$ cat src/rtl/indirect_engine.sv
// Purpose : resolves up to MAX_LEVELS pointer indirections before the final memory access.
// Latency : p_levels=0 is a combinational pass-through; otherwise 1 latch cycle + levels pointer reads + 1 final access.
// Backpr. : every memory access is held stable until d_resp; the pipeline request is held until p_resp.
// Ports   : clk/reset_n (sync, active-low); p_* pipeline request/response; busy;
//           d_* memory request (read/write/address/wdata/byte_enable) and response (d_resp/d_rdata).
module indirect_engine #(
  parameter int DATA_W     = 16,
  parameter int ADDR_W     = 16,
  parameter int MAX_LEVELS = 2,
  localparam int MASK_W    = DATA_W / 8,
  localparam int LVL_W     = $clog2(MAX_LEVELS + 1)
) (
  input  logic              clk,
  input  logic              reset_n,
  input  logic              p_read,
  input  logic              p_write,
  input  logic [ADDR_W-1:0] p_address,
  input  logic [DATA_W-1:0] p_wdata,
  input  logic [MASK_W-1:0] p_byte_enable,
  input  logic [LVL_W-1:0]  p_levels,
  output logic              p_resp,
  output logic [DATA_W-1:0] p_rdata,
  output logic              busy,
  output logic              d_read,
  output logic              d_write,
  output logic [ADDR_W-1:0] d_address,
  output logic [DATA_W-1:0] d_wdata,
  output logic [MASK_W-1:0] d_byte_enable,
  input  logic              d_resp,
  input  logic [DATA_W-1:0] d_rdata
);

  typedef enum logic [1:0] {IDLE, PTR, FINAL} state_t;

  localparam logic [LVL_W-1:0] MAX_LVL = LVL_W'(MAX_LEVELS);
  localparam logic [LVL_W-1:0] ONE_LVL = LVL_W'(1);

  state_t            state, state_nxt;
  logic [ADDR_W-1:0] addr_reg;
  logic [DATA_W-1:0] wdata_reg;
  logic [MASK_W-1:0] mask_reg;
  logic              op_write;  // 1 = final access is a write
  logic [LVL_W-1:0]  cnt;       // pointer reads still outstanding
  logic              latch_req;

  always_comb begin
    state_nxt     = state;
    latch_req     = 1'b0;
    d_read        = 1'b0;
    d_write       = 1'b0;
    d_address     = addr_reg;
    d_wdata       = wdata_reg;
    d_byte_enable = mask_reg;
    p_resp        = 1'b0;
    p_rdata       = d_rdata;
    case (state)
      IDLE: begin
        if (p_levels == '0) begin
          // Direct access: a simultaneous read+write degrades to a read.
          d_read        = p_read;
          d_write       = p_write & ~p_read;
          d_address     = p_address;
          d_wdata       = p_wdata;
          d_byte_enable = p_byte_enable;
          p_resp        = d_resp & (p_read | p_write);
        end else if (p_read || p_write) begin
          latch_req = 1'b1;
          state_nxt = PTR;
        end
      end
      PTR: begin
        d_read        = 1'b1;
        d_byte_enable = '1;
        if (d_resp) state_nxt = (cnt == ONE_LVL) ? FINAL : PTR;
      end
      FINAL: begin
        d_read  = ~op_write;
        d_write = op_write;
        p_resp  = d_resp;
        if (d_resp) state_nxt = IDLE;
      end
      default: state_nxt = IDLE;
    endcase
    // Reset silences both sides immediately, so a stray d_resp cannot complete anything.
    if (!reset_n) begin
      d_read    = 1'b0;
      d_write   = 1'b0;
      p_resp    = 1'b0;
      state_nxt = IDLE;
    end
    busy = reset_n && (state != IDLE);
  end

  always_ff @(posedge clk) begin
    if (!reset_n) begin
      state     <= IDLE;
      cnt       <= '0;
      addr_reg  <= '0;
      wdata_reg <= '0;
      mask_reg  <= '0;
      op_write  <= 1'b0;
    end else begin
      state <= state_nxt;
      if (latch_req) begin
        addr_reg  <= p_address;
        wdata_reg <= p_wdata;
        mask_reg  <= p_byte_enable;
        op_write  <= p_write & ~p_read;
        cnt       <= (p_levels > MAX_LVL) ? MAX_LVL : p_levels;
      end
      if (state == PTR && d_resp) begin
        // Pointer words are used verbatim as the next address.
        addr_reg <= d_rdata[ADDR_W-1:0];
        cnt      <= cnt - ONE_LVL;
      end
    end
  end

endmodule

$ cat config.mk
export PLATFORM = sky130hd
export DESIGN_NAME = indirect_engine
export DESIGN_NICKNAME = d
export VERILOG_FILES = /design/src/rtl/indirect_engine.sv
export SDC_FILE = /design/constraint.sdc
export NUM_CORES = 1
export LEC_CHECK = 0
export CORE_UTILIZATION = 43
export CTS_CLUSTER_SIZE = 10
export DETAILED_ROUTE_END_ITERATION = 7
export GPL_ROUTABILITY_DRIVEN = 0
export HOLD_SLACK_MARGIN = 0.1
export PLACE_DENSITY_LB_ADDON = 0.1
export SYNTH_ARGS = -nofsm -noshare
export SYNTH_HDL_FRONTEND = slang
export SYNTH_SLANG_ARGS = --single-unit
$ cat constraint.sdc
create_clock -name clk -period 6 [get_ports clk]
set_input_delay 1.5 -clock clk [delete_from_list [all_inputs] [get_ports clk]]
set_output_delay 1.5 -clock clk [all_outputs]
set_load 0.01 [all_outputs]
### Word level (Yosys, flattened, before mapping)

Index checks and enable logic that the tools add are counted.

* add/sub/neg operators: 1
* order comparisons: 1
* equality and inequality tests: 7
* multiplexer cells: 29
* bitwise operators: 5
* reductions and logical operators: 8

Operators with widths (count)
* 2-to-1 mux 16 bit: 6
* 2-to-1 mux 2 bit: 9
* 2-to-1 mux 1 bit: 9
* inequality test 2 bit, second input constant: 4
* case mux 2 bit (3 select lines): 1
* == test 2 x 1 -> 1 bit, second input constant: 2
* logical NOT 2 bit: 2
* case mux 1 bit (2 select lines): 2
* case mux 2 bit (2 select lines): 1
* AND reduction 4 bit: 1
* nonzero test 2 bit: 2
* case mux 1 bit (3 select lines): 1
* AND 1 bit: 2
* == test 2 bit, second input constant: 1
* greater-than comparator 2 bit, second input constant: 1
* logical AND 1 bit: 2
* NOT 1 bit: 2
* subtractor 2 x 1 -> 2 bit, second input constant: 1
* logical OR 1 bit: 1
* OR 1 bit: 1

* flip-flop bits (word level): 39
* bits of input ports: 57
* output and inout bits: 54
* word-level logic and storage cells: 57

### Longest topological paths before layout

Gate-level depths: netlist of run 1.

* depth after elaboration: 6
* gate-level depth with buffers: 7
* mapped depth without buffers: 5

### Worst setup path before layout of run 1

Ideal clock, no wire load.

* path kind: input port to output port
* start: input p_levels[1]
* end: output d_address[9]
* data arrival time: 2.646 ns
* data required time: 4.500 ns
* setup slack: 1.854 ns
* stages: 5
* buffers on the path: 2
* cell sequence: or2_1 buf_2 nor3_4 buf_6 mux2_1

* word-level cells in the longest chain between the ends: 3

Ends and longest elaborated chain
* start, declared: RTL line 20 `input logic [LVL_W-1:0] p_levels,`
* logical NOT 2 bit: RTL line 58 `if (p_levels == '0) begin`
* 2-to-1 mux 16 bit: RTL line 58
* 2-to-1 mux 16 bit: RTL line 56 `case (state)`
* end, declared: RTL line 26 `output logic [ADDR_W-1:0] d_address,`

No other way between the ends.

### Final worst setup path of run 1

* start: input p_levels[1]
* end: output d_wdata[2]

* word-level cells in the longest chain between the ends: 3

Ends and longest elaborated chain
* logical NOT 2 bit: RTL line 58
* 2-to-1 mux 16 bit: RTL line 58
* 2-to-1 mux 16 bit: RTL line 56
* end, declared: RTL line 27 `output logic [DATA_W-1:0] d_wdata,`

No other way between the ends.

==> metrics.txt, run 1 <==
# TYPE chip_impl_metric gauge
chip_impl_info{name="rsz0062_at_grt",value="false"} 1
chip_impl_metric{name="netlist.area_leader.share",unit=""} 0.355
chip_impl_metric{name="grt_pass1_vias",unit=""} 2064
chip_impl_metric{name="detail_route.vias_per_cell",unit=""} 5.16
chip_impl_metric{name="timing.final.crit_share",unit=""} 0.866
chip_impl_metric{name="muxShareOfSynthArea",unit=""} 0.164
chip_impl_metric{name="initial_utilization",unit=""} 0.457
chip_impl_info{name="type_of_destination_of_the_critical_path",value="primary output"} 1
chip_impl_metric{name="p_leak",unit="nW"} 1.22
chip_impl_info{name="timing_worst_setup_path_type",value="input port to primary output"} 1
chip_impl_metric{name="routed-via-count",unit=""} 2219
chip_impl_info{name="critical_path.most_common_cell",value="sky130_fd_sc_hd__clkdlybuf4s50_1"} 1
chip_impl_info{name="worst_r2r_startpoint",value="state[0]"} 1
chip_impl_metric{name="die_area",unit="mm^2"} 0.00541
chip_impl_metric{name="post-route-cell-area",unit="mm^2"} 0.00327
chip_impl_metric{name="setup_tns",unit="ps"} 0
chip_impl_info{name="path_cells",value="clkdlybuf4s50_1, or2_1, nor3_4, buf_4, mux2_2, clkdlybuf4s50_1"} 1
chip_impl_metric{name="clock_insertion_delay_worst_skew",unit="ps"} 290
chip_impl_metric{name="yosys.area_share.simple",unit=""} 0.194
chip_impl_metric{name="worst_ep_arrival_time",unit="ps"} 3690
chip_impl_metric{name="ys_async_sr_fraction",unit=""} 0
chip_impl_metric{name="grt_start_max_net_pins",unit=""} 37
chip_impl_info{name="post-synth-top-area-cell",value="sky130_fd_sc_hd__dfxtp_1"} 1
chip_impl_metric{name="cellPowerDensity",unit="mW/mm^2"} 220
chip_impl_metric{name="relSlewSlack",unit=""} 0.375
chip_impl_info{name="crit_slowest_cell",value="sky130_fd_sc_hd__clkdlybuf4s50_1"} 1
chip_impl_info{name="clock-root-buffer",value="sky130_fd_sc_hd__clkbuf_8"} 1
chip_impl_metric{name="skew",unit="ps"} 3.84
chip_impl_metric{name="placementRows",unit=""} 25
chip_impl_metric{name="y_dimension_of_the_die",unit="um"} 73.6
chip_impl_metric{name="hold_violation_count_in_the_final_report",unit=""} 0
chip_impl_metric{name="worstPathMaxFanout",unit=""} 23
chip_impl_info{name="synth_top_family_by_area",value="simple AND/OR/NAND/NOR gates"} 1
chip_impl_metric{name="synth_enable_flop_cells",unit=""} 0
chip_impl_info{name="critPathLaunch",value="p_levels[1]"} 1
chip_impl_metric{name="combinationalPowerShare",unit=""} 0.343
chip_impl_info{name="startpoint_kind_of_the_worst_setup_timing_path",value="input port"} 1
chip_impl_metric{name="design.final.nets",unit=""} 420
chip_impl_metric{name="fin_crit",unit="ps"} 5190
chip_impl_info{name="worst_hold_path_type",value="flop to flop"} 1
chip_impl_metric{name="worstPathRequired",unit="ps"} 4500
chip_impl_metric{name="floorplan.core_area",unit="mm^2"} 0.00482
chip_impl_metric{name="cts_hold_repair.buffers",unit=""} 0
chip_impl_metric{name="firstDrtPassIters",unit=""} 4
chip_impl_metric{name="globalRouteTotalUtil",unit=""} 0.224
chip_impl_metric{name="cts.reportedPaths.clkPinSlew",unit="ps"} 80
chip_impl_metric{name="clock_tree.buffer_depth",unit=""} 2
chip_impl_info{name="hold_start",value="wdata_reg[5]"} 1
chip_impl_metric{name="tightest_slew",unit="ps"} 936
chip_impl_metric{name="mappedNetlistArea",unit="mm^2"} 0.00220
chip_impl_metric{name="cts.repair.resized",unit=""} 0
chip_impl_metric{name="postSynthCellCount",unit=""} 276
chip_impl_metric{name="sequential_cell_area_fraction_in_the_yosys_report",unit=""} 0.355
chip_impl_metric{name="synth.lib_cells_used.distinct",unit=""} 31
chip_impl_metric{name="timing_max_transition_violations_final",unit=""} 0
chip_impl_metric{name="grt_antenna_before_repair",unit=""} 0
chip_impl_metric{name="cts-buffers-inserted",unit=""} 5
chip_impl_info{name="synth_area_leaders",value="sky130_fd_sc_hd__dfxtp_1 35%, sky130_fd_sc_hd__mux2_2 16%, sky130_fd_sc_hd__nand2_1 13%"} 1
chip_impl_info{name="status",value="completed"} 1
chip_impl_metric{name="postCtsSetupRepairBufs",unit=""} 0
chip_impl_metric{name="tritoncts_num_sinks",unit=""} 39
chip_impl_metric{name="postPlaceCellArea",unit="mm^2"} 0.00319
chip_impl_metric{name="die_w",unit="um"} 73.6
chip_impl_metric{name="xor_and_xnor_fraction_of_the_mapped_netlist_area",unit=""} 0
chip_impl_metric{name="power.ir.vdd_worst",unit="uV"} 126
chip_impl_metric{name="area_growth",unit="%"} 48.5
chip_impl_metric{name="internal_power",unit="W"} 0.000503
chip_impl_metric{name="net_sw_frac",unit=""} 0.301
chip_impl_metric{name="grt_first_pass_wirelength",unit="mm"} 9.49
chip_impl_metric{name="placement.io_buffers",unit=""} 110
chip_impl_metric{name="setup_viol_count_final",unit=""} 0
chip_impl_metric{name="synth-compound-area-share",unit=""} 0.168
chip_impl_metric{name="count_of_routing_violations_after_the_opening_detailed_route_iteration",unit=""} 110
chip_impl_info{name="postSynth.topFlopCell",value="sky130_fd_sc_hd__dfxtp_1"} 1
chip_impl_metric{name="max_clock_freq",unit="MHz"} 193
chip_impl_metric{name="grt-ovfl-total",unit=""} 0
chip_impl_metric{name="yosys_warnings",unit=""} 0
chip_impl_metric{name="remaining_drc_errors",unit=""} 0
chip_impl_metric{name="postRouteAntennaNets",unit=""} 0
chip_impl_metric{name="synth_fa_ha_area_frac",unit=""} 0.00568
chip_impl_metric{name="boundaryPins",unit=""} 111
chip_impl_metric{name="power_frac_clock",unit=""} 0.242
chip_impl_metric{name="detail_route.wirelength",unit="mm"} 5.85
chip_impl_metric{name="num_antenna_cells",unit=""} 0
chip_impl_metric{name="drv.max_cap_violation_count",unit=""} 0
chip_impl_info{name="cts_tree",value="yes"} 1
chip_impl_metric{name="drive_gt1_frac",unit=""} 0.132
chip_impl_metric{name="syn_nets",unit=""} 334
chip_impl_metric{name="switchingPower",unit="W"} 0.000217
chip_impl_info{name="synth.most_common_cell",value="sky130_fd_sc_hd__nand2_1"} 1
chip_impl_metric{name="power.sequential.fraction",unit=""} 0.415
chip_impl_metric{name="hpwl",unit="mm"} 3.95
chip_impl_metric{name="cts_max_level",unit=""} 2
chip_impl_metric{name="routed_length_per_placed_instance",unit="um"} 13.6
chip_impl_metric{name="crit_path_max_incr_delay",unit="ps"} 480
chip_impl_info{name="synth_top_cells_by_count",value="74 x sky130_fd_sc_hd__nand2_1, 39 x sky130_fd_sc_hd__dfxtp_1, 31 x sky130_fd_sc_hd__mux2_2"} 1
chip_impl_metric{name="synth-seq-cells",unit=""} 39
chip_impl_metric{name="syn_avg_cell_area",unit="um^2"} 7.98
==> final cells by class <==
cell class	instances	area, um^2
Clock inverter	3	15.0
Multi-Input combinational cell	197	1170
Timing Repair Buffer	114	1130
Sequential cell	39	781
Inverter	5	18.8
Clock buffer	5	68.8
Tap cell	67	83.8
Fill cell	448	1550
==> kinds of logic after synthesis <==
group,Yosys count
and+or+nand+nor,97
AOI/OAI and AO/OA,67
buffers and inverters,40
DFF,39
muxes,32
adders and majority gates,1
==> metal layers <==
layer / vias up / track usage / share of wire
met1: 1032 / 0.278 / 0.44
met3: 5 / 0.0549 / 0.063
met5: - / 0 / 0
met2: 77 / 0.389 / 0.49
met4: 0 / 0.0513 / 0.0079
li1: 1105 / - / -
==> worst paths after layout <==
path                  endpoint  slack, ps  cells after the start
hold reg to reg   wdata_reg[5]        460                      2
setup reg to reg  addr_reg[11]       3880                      4
hold / removal    wdata_reg[5]        460                      2
setup / recovery    d_wdata[2]        810                      6
==> through the flow <==
step / setup slack [ps] / util / power, W / std cells / hold slack, ps
2_1_floorplan: 1850 / - / 0.000434 / 276 / 430
3_3_place_gp: 841 / 0.661 / 0.000548 / 422 / 440
3_5_place_dp: 818 / 0.661 / 0.000551 / 422 / 446
4_1_cts: 798 / 0.679 / 0.000727 / 430 / 458
5_1_grt: 706 / 0.679 / 0.000763 / 430 / 481
6_report: 807 / 0.679 / 0.000720 / 430 / 456
==> cells in the final DEF (no fill, tap or decap) <==
cell                              Yosys  final
sky130_fd_sc_hd__nor2_1               8      8
sky130_fd_sc_hd__inv_1                4      4
sky130_fd_sc_hd__nand4b_1             1      1
sky130_fd_sc_hd__a21oi_1             27     27
sky130_fd_sc_hd__nand2_1             74     74
sky130_fd_sc_hd__mux2_2              31     31
sky130_fd_sc_hd__nand3b_1             1      1
sky130_fd_sc_hd__and3_1               1      1
sky130_fd_sc_hd__nor2b_1              1      1
sky130_fd_sc_hd__nor4b_1              1      1
sky130_fd_sc_hd__clkinv_1             1      1
sky130_fd_sc_hd__nor4b_2              1      1
sky130_fd_sc_hd__nand2b_1             1      1
sky130_fd_sc_hd__clkinv_2             0      3
sky130_fd_sc_hd__buf_4               19      4
sky130_fd_sc_hd__a32oi_1              1      1
sky130_fd_sc_hd__nor3_1               2      2
sky130_fd_sc_hd__o21ai_0             19     19
sky130_fd_sc_hd__clkbuf_8             0      5
sky130_fd_sc_hd__or2_1                1      1
sky130_fd_sc_hd__nor3_4               1      1
sky130_fd_sc_hd__or2_2                2      2
sky130_fd_sc_hd__a31oi_1             17     17
sky130_fd_sc_hd__clkdlybuf4s50_1      0    110
sky130_fd_sc_hd__o21a_1               1      1
sky130_fd_sc_hd__mux2_1               1      1
sky130_fd_sc_hd__or3_1                1      1
sky130_fd_sc_hd__a2bb2oi_1            2      2
sky130_fd_sc_hd__dfxtp_1             39     39
sky130_fd_sc_hd__ha_1                 1      1
sky130_fd_sc_hd__nand3_2              1      1
==> power by group through the flow <==
stage               Clock [W]  Sequential [W]  Combinational, W
floorplan                   0        0.000299          0.000135
global placement            0        0.000304          0.000245
detailed placement          0        0.000304          0.000247
CTS                  0.000179        0.000299          0.000249
global route         0.000191        0.000302          0.000269
finish               0.000174        0.000299          0.000247
==> critical path: cells and delay by family <==
kind / cells / cell delay [ps]
simple gates: 2 / 500
mux: 1 / 400
buf+inv: 3 / 1280
No activity file was read; power rests on OpenSTA's default activity.
==> run 2: changes to the inputs <==
--- a/config.mk
+++ b/config.mk
@@ -5,7 +5,7 @@
 export SDC_FILE = /design/constraint.sdc
 export NUM_CORES = 1
 export LEC_CHECK = 0
-export CORE_UTILIZATION = 43
+export CORE_UTILIZATION = 25
 export CTS_CLUSTER_SIZE = 10
 export DETAILED_ROUTE_END_ITERATION = 7
 export GPL_ROUTABILITY_DRIVEN = 0
@@ -14,3 +14,4 @@
 export SYNTH_ARGS = -nofsm -noshare
 export SYNTH_HDL_FRONTEND = slang
 export SYNTH_SLANG_ARGS = --single-unit
+export TNS_END_PERCENT = 30
==> metrics.txt, run 2 (synthesis results as in run 1) <==
# TYPE chip_impl_metric gauge
chip_impl_metric{name="design.final.nets",unit=""} 421
chip_impl_metric{name="setup_viol_count_final",unit=""} 0
chip_impl_metric{name="post-route-cell-area",unit="mm^2"} 0.00334
chip_impl_metric{name="max_clock_freq",unit="MHz"} 193
chip_impl_info{name="hold_start",value="wdata_reg[10]"} 1
chip_impl_info{name="path_cells",value="clkdlybuf4s50_1, or2_1, nor3_4, buf_4, a21oi_1, nor4b_2, clkdlybuf4s50_1"} 1
chip_impl_metric{name="grt_start_max_net_pins",unit=""} 37
chip_impl_metric{name="grt_pass1_vias",unit=""} 1977
chip_impl_info{name="critical_path.most_common_cell",value="sky130_fd_sc_hd__clkdlybuf4s50_1"} 1
chip_impl_info{name="final_common_cell",value="sky130_fd_sc_hd__clkdlybuf4s50_1"} 1
chip_impl_info{name="status",value="completed"} 1
chip_impl_metric{name="placement.io_buffers",unit=""} 110
chip_impl_metric{name="placementRows",unit=""} 33
chip_impl_metric{name="clock_tree.buffer_depth",unit=""} 2
chip_impl_metric{name="routed_length_per_placed_instance",unit="um"} 13.8
chip_impl_metric{name="floorplan.core_area",unit="mm^2"} 0.00838
chip_impl_metric{name="firstDrtPassIters",unit=""} 4
chip_impl_metric{name="area_growth",unit="%"} 51.7
chip_impl_info{name="startpoint_kind_of_the_worst_setup_timing_path",value="input port"} 1
chip_impl_metric{name="worstPathMaxFanout",unit=""} 15
chip_impl_metric{name="tritoncts_num_sinks",unit=""} 39
chip_impl_metric{name="tightest_slew",unit="ps"} 953
chip_impl_metric{name="num_antenna_cells",unit=""} 0
chip_impl_metric{name="die_w",unit="um"} 95.9
chip_impl_metric{name="initial_utilization",unit=""} 0.263
chip_impl_info{name="rsz0062_at_grt",value="false"} 1
chip_impl_metric{name="timing.final.crit_share",unit=""} 0.864
chip_impl_metric{name="postRouteAntennaNets",unit=""} 0
chip_impl_metric{name="fin_crit",unit="ps"} 5180
chip_impl_metric{name="hold-worst-slack",unit="ps"} 455
chip_impl_info{name="clock-root-buffer",value="sky130_fd_sc_hd__clkbuf_8"} 1
chip_impl_info{name="timing_worst_setup_path_type",value="input port to primary output"} 1
chip_impl_metric{name="grt_antenna_before_repair",unit=""} 0
chip_impl_info{name="critPathLaunch",value="p_levels[1]"} 1
chip_impl_metric{name="drive_gt1_frac",unit=""} 0.132
chip_impl_metric{name="cts.reportedPaths.clkPinSlew",unit="ps"} 70
chip_impl_info{name="type_of_destination_of_the_critical_path",value="primary output"} 1
chip_impl_metric{name="worstPathRequired",unit="ps"} 4500
chip_impl_metric{name="worst_ep_arrival_time",unit="ps"} 3680
chip_impl_metric{name="final-seq-area",unit="um^2"} 781
chip_impl_metric{name="clock_insertion_delay_worst_skew",unit="ps"} 290
chip_impl_metric{name="routed-via-count",unit=""} 2165
chip_impl_metric{name="drv.max_cap_violation_count",unit=""} 0
chip_impl_metric{name="skew",unit="ps"} 6.36
chip_impl_metric{name="cts_hold_repair.buffers",unit=""} 0
chip_impl_metric{name="boundaryPins",unit=""} 111
chip_impl_metric{name="y_dimension_of_the_die",unit="um"} 95.9
chip_impl_metric{name="num-fill-cells",unit=""} 871
chip_impl_metric{name="hpwl",unit="mm"} 4.37
chip_impl_metric{name="relSlewSlack",unit=""} 0.363
chip_impl_metric{name="grt_first_pass_wirelength",unit="mm"} 9.92
chip_impl_metric{name="power.ir.vdd_worst",unit="uV"} 81.1
chip_impl_info{name="final_cell_mix",value="110 x sky130_fd_sc_hd__clkdlybuf4s50_1, 74 x sky130_fd_sc_hd__nand2_1, 39 x sky130_fd_sc_hd__dfxtp_1, 31 x sky130_fd_sc_hd__mux2_2, 27 x sky130_fd_sc_hd__a21oi_1"} 1
chip_impl_metric{name="multiInputGateArea",unit="mm^2"} 0.00117
chip_impl_metric{name="p_leak",unit="nW"} 1.23
chip_impl_metric{name="crit_path_max_incr_delay",unit="ps"} 560
chip_impl_metric{name="globalRouteTotalUtil",unit=""} 0.144
chip_impl_metric{name="count_of_routing_violations_after_the_opening_detailed_route_iteration",unit=""} 44
chip_impl_metric{name="cts-buffers-inserted",unit=""} 5
chip_impl_info{name="worst_r2r_startpoint",value="state[0]"} 1
chip_impl_metric{name="cts_max_level",unit=""} 2
chip_impl_info{name="crit_slowest_cell",value="sky130_fd_sc_hd__clkdlybuf4s50_1"} 1
chip_impl_metric{name="detail_route.vias_per_cell",unit=""} 4.62
chip_impl_metric{name="postCtsSetupRepairBufs",unit=""} 0
chip_impl_metric{name="timing_max_transition_violations_final",unit=""} 0
chip_impl_info{name="cts_tree",value="yes"} 1
chip_impl_metric{name="cellPowerDensity",unit="mW/mm^2"} 223
chip_impl_metric{name="setup_tns",unit="ps"} 0
chip_impl_info{name="worst_hold_path_type",value="flop to flop"} 1
chip_impl_metric{name="grt-ovfl-total",unit=""} 0
chip_impl_metric{name="cts.repair.resized",unit=""} 0
chip_impl_metric{name="postPlaceCellArea",unit="mm^2"} 0.00324
chip_impl_metric{name="die_area",unit="mm^2"} 0.00919
chip_impl_metric{name="remaining_drc_errors",unit=""} 0
chip_impl_metric{name="detail_route.wirelength",unit="mm"} 6.46
chip_impl_metric{name="hold_violation_count_in_the_final_report",unit=""} 0
==> run 2: changes by cell type in the layout (fill, tap and decap cells not counted), sizes merged <==
cell,before,now
clkbuf,5,8
clkinv,4,1
buf,4,5
==> run 2: layer usage <==
metal,up-vias,wire length (um),global-route usage,part of all wire
li1,1108,-,-,-
met1,998,2850,0.173,0.44
met2,52,3210,0.252,0.50
met3,7,304,0.0292,0.047
met4,0,91,0.0522,0.014
met5,-,0,0,0
==> run 2: area by class of cell <==
class | count | area share
Clock buffer | 8 | 0.0300
Tap cell | 105 | 0.0393
Timing Repair Buffer | 115 | 0.341
Sequential cell | 39 | 0.234
Multi-Input combinational cell | 197 | 0.351
Inverter | 5 | 0.00562
==> run 2: critical path: cells and delay by family <==
family / cells / cell delay (ps)
AOI/OAI and AO/OA: 1 / 120
buffers and inverters: 3 / 1300
and+or+nand+nor: 3 / 760
==> run 2: power breakdown <==
group | switching (W) | internal [W]
clock | 0.0000937 | 0.000105
combinational | 0.000108 | 0.000140
sequential | 0.0000146 | 0.000283
==> run 2: metrics by stage <==
step | util | power (W) | setup slack [ps] | std cells
2_1_floorplan | - | 0.000434 | 1850 | 276
3_3_place_gp | 0.387 | 0.000555 | 817 | 461
3_5_place_dp | 0.387 | 0.000556 | 793 | 461
4_1_cts | 0.399 | 0.000763 | 793 | 469
5_1_grt | 0.399 | 0.000793 | 672 | 469
6_report | 0.399 | 0.000746 | 819 | 469
==> run 2: final timing paths <==
kind,cells after the start,endpoint,slack (ps)
setup / recovery,7,p_resp,820
setup reg to reg,4,addr_reg[13],3910
hold reg to reg,2,wdata_reg[10],460
hold / removal,2,wdata_reg[10],460
==> run 3: changes to the inputs <==
--- a/config.mk
+++ b/config.mk
@@ -5,12 +5,13 @@
 export SDC_FILE = /design/constraint.sdc
 export NUM_CORES = 1
 export LEC_CHECK = 0
-export CORE_UTILIZATION = 25
+export CORE_UTILIZATION = 24
 export CTS_CLUSTER_SIZE = 10
 export DETAILED_ROUTE_END_ITERATION = 7
 export GPL_ROUTABILITY_DRIVEN = 0
+export GPL_TIMING_DRIVEN = 0
 export HOLD_SLACK_MARGIN = 0.1
-export PLACE_DENSITY_LB_ADDON = 0.1
+export PLACE_DENSITY = 0.64
 export SYNTH_ARGS = -nofsm -noshare
 export SYNTH_HDL_FRONTEND = slang
 export SYNTH_SLANG_ARGS = --single-unit
==> metrics.txt, run 3 (synthesis results as in run 1) <==
# TYPE chip_impl_metric gauge
chip_impl_metric{name="remaining_drc_errors",unit=""} 10
chip_impl_metric{name="postPlaceCellArea",unit="mm^2"} 0.00344
chip_impl_metric{name="routed-via-count",unit=""} 2329
chip_impl_info{name="clock-root-buffer",value="sky130_fd_sc_hd__clkbuf_8"} 1
chip_impl_info{name="critical_path.most_common_cell",value="sky130_fd_sc_hd__clkdlybuf4s50_1"} 1
chip_impl_metric{name="firstDrtPassIters",unit=""} 6
chip_impl_metric{name="drv.max_cap_violation_count",unit=""} 0
chip_impl_info{name="timing_worst_setup_path_type",value="input port to primary output"} 1
chip_impl_metric{name="clock_tree.buffer_depth",unit=""} 2
chip_impl_metric{name="placementRows",unit=""} 34
chip_impl_metric{name="hold-worst-slack",unit="ps"} 457
chip_impl_metric{name="timing.final.crit_share",unit=""} 0.876
chip_impl_metric{name="cts.reportedPaths.clkPinSlew",unit="ps"} 80
chip_impl_info{name="failed_checks",value="design-rule violations"} 1
chip_impl_metric{name="postRouteAntennaNets",unit=""} 0
chip_impl_metric{name="detail_route.wirelength",unit="mm"} 6.96
chip_impl_metric{name="cts_max_level",unit=""} 2
chip_impl_metric{name="floorplan.core_area",unit="mm^2"} 0.00881
chip_impl_metric{name="boundaryPins",unit=""} 111
chip_impl_info{name="startpoint_kind_of_the_worst_setup_timing_path",value="input port"} 1
chip_impl_metric{name="grt_start_max_net_pins",unit=""} 14
chip_impl_metric{name="area_growth",unit="%"} 61.3
chip_impl_info{name="worst_hold_path_type",value="flop to flop"} 1
chip_impl_metric{name="combinationalPowerShare",unit=""} 0.342
chip_impl_metric{name="power.sequential.fraction",unit=""} 0.373
chip_impl_metric{name="detail_route.vias_per_cell",unit=""} 4.64
chip_impl_metric{name="initial_utilization",unit=""} 0.250
chip_impl_metric{name="grt_antenna_before_repair",unit=""} 0
chip_impl_metric{name="hpwl",unit="mm"} 5.09
chip_impl_metric{name="setup_viol_count_final",unit=""} 0
chip_impl_info{name="type_of_destination_of_the_critical_path",value="primary output"} 1
chip_impl_metric{name="relSlewSlack",unit=""} 0.656
chip_impl_metric{name="tightest_slew",unit="ps"} 515
chip_impl_metric{name="count_of_routing_violations_after_the_opening_detailed_route_iteration",unit=""} 89
chip_impl_metric{name="cellPowerDensity",unit="mW/mm^2"} 223
chip_impl_metric{name="globalRouteTotalUtil",unit=""} 0.149
chip_impl_metric{name="worst_ep_arrival_time",unit="ps"} 3760
chip_impl_info{name="path_cells",value="clkdlybuf4s50_1, or2_1, buf_2, nor3_4, buf_6, mux2_2, clkdlybuf4s50_1"} 1
chip_impl_metric{name="grt-ovfl-total",unit=""} 0
chip_impl_metric{name="clock_insertion_delay_worst_skew",unit="ps"} 290
chip_impl_metric{name="worstPathRequired",unit="ps"} 4500
chip_impl_metric{name="cts-buffers-inserted",unit=""} 5
chip_impl_metric{name="postCtsSetupRepairBufs",unit=""} 0
chip_impl_info{name="cts_tree",value="yes"} 1
chip_impl_info{name="crit_slowest_cell",value="sky130_fd_sc_hd__clkdlybuf4s50_1"} 1
chip_impl_metric{name="p_leak",unit="nW"} 1.35
chip_impl_metric{name="drive_gt1_frac",unit=""} 0.180
chip_impl_metric{name="net_sw_frac",unit=""} 0.293
chip_impl_metric{name="die_area",unit="mm^2"} 0.00956
chip_impl_metric{name="hold_violation_count_in_the_final_report",unit=""} 0
chip_impl_metric{name="num_antenna_cells",unit=""} 0
chip_impl_info{name="status",value="finished, violations left"} 1
chip_impl_info{name="final_cell_mix",value="110 x sky130_fd_sc_hd__clkdlybuf4s50_1, 74 x sky130_fd_sc_hd__nand2_1, 39 x sky130_fd_sc_hd__dfxtp_1, 31 x sky130_fd_sc_hd__mux2_2, 27 x sky130_fd_sc_hd__a21oi_1"} 1
chip_impl_metric{name="max_clock_freq",unit="MHz"} 190
chip_impl_metric{name="design.final.nets",unit=""} 451
chip_impl_metric{name="routed_length_per_placed_instance",unit="um"} 13.9
chip_impl_metric{name="post-route-cell-area",unit="mm^2"} 0.00355
chip_impl_metric{name="power_frac_clock",unit=""} 0.286
chip_impl_metric{name="internal_power",unit="W"} 0.000561
chip_impl_metric{name="timing_max_transition_violations_final",unit=""} 0
chip_impl_metric{name="skew",unit="ps"} 4.98
chip_impl_metric{name="grt_pass1_vias",unit=""} 2309
chip_impl_metric{name="power.ir.vdd_worst",unit="uV"} 86.8
chip_impl_metric{name="fin_crit",unit="ps"} 5260
chip_impl_metric{name="y_dimension_of_the_die",unit="um"} 97.8
chip_impl_metric{name="grt_first_pass_wirelength",unit="mm"} 11.5
chip_impl_metric{name="die_w",unit="um"} 97.8
chip_impl_metric{name="cts_hold_repair.buffers",unit=""} 0
chip_impl_info{name="rsz0062_at_grt",value="false"} 1
chip_impl_metric{name="setup_tns",unit="ps"} 0
chip_impl_metric{name="switchingPower",unit="W"} 0.000233
chip_impl_metric{name="crit_path_max_incr_delay",unit="ps"} 490
chip_impl_info{name="final_common_cell",value="sky130_fd_sc_hd__clkdlybuf4s50_1"} 1
chip_impl_metric{name="placement.io_buffers",unit=""} 110
chip_impl_metric{name="cts.repair.resized",unit=""} 0
chip_impl_metric{name="tritoncts_num_sinks",unit=""} 39
chip_impl_metric{name="worstPathMaxFanout",unit=""} 10
run 3: cell count changes in the layout (fill, tap and decap cells not counted):
cell	previous run	this run
sky130_fd_sc_hd__buf_2	0	5
sky130_fd_sc_hd__buf_4	5	19
sky130_fd_sc_hd__buf_6	0	3
sky130_fd_sc_hd__bufinv_16	0	1
sky130_fd_sc_hd__clkbuf_1	1	8
sky130_fd_sc_hd__clkbuf_8	7	5
sky130_fd_sc_hd__clkinv_2	0	1
sky130_fd_sc_hd__clkinv_4	0	1
run 3: path summary, 6_finish.rpt:
| path | start | end | slack [ps] | depth (start not counted) |
|---|---|---|---|---|
| worst max-delay path | p_levels[1] | d_address[14] | 740 | 7 |
| worst min-delay path | wdata_reg[2] | wdata_reg[2] | 460 | 2 |
| worst max register to register | state[1] | addr_reg[5] | 4430 | 6 |
| worst min register to register | wdata_reg[2] | wdata_reg[2] | 460 | 2 |
run 3: worst max-delay path, delay by kind of cell:
kind,cells,cell delay [ps]
muxes,1,350
and+or+nand+nor,2,550
buffers and inverters,4,1350
run 3: power by group through the flow:
stage          Clock, W  Combinational, W  Sequential, W
6_report       0.000227          0.000271       0.000296
5_1_grt        0.000246          0.000295       0.000299
4_1_cts        0.000236          0.000275       0.000296
3_5_place_dp          0          0.000272       0.000302
3_3_place_gp          0          0.000269       0.000300
2_1_floorplan         0          0.000135       0.000299
run 3: metrics by stage:
step / utilization / power, W / worst slack [ps] / cells
after floorplan: - / 0.000434 / 1850 / 276
after global placement: 0.390 / 0.000570 / 724 / 494
after detailed placement: 0.390 / 0.000574 / 726 / 494
after CTS: 0.403 / 0.000806 / 715 / 502
after global routing: 0.403 / 0.000840 / 610 / 502
final: 0.403 / 0.000793 / 742 / 502
run 3: final cells by class:
type	count	area, um^2
fillers	883	5260
multi-input cells	197	1170
repair buffers	110	1100
flip-flops and latches	39	781
plain buffers	35	231
well taps	108	135
clock buffers	5	68.8
clock inverters	3	43.8
inverters	5	18.8
run 3: metal layers:
layer | vias to the layer above | share of wire | track usage
met5 | - | 0 | 0
met4 | 0 | 0.011 | 0.0408
met3 | 9 | 0.051 | 0.0329
met2 | 67 | 0.49 | 0.250
met1 | 1089 | 0.45 | 0.194
li1 | 1164 | - | -
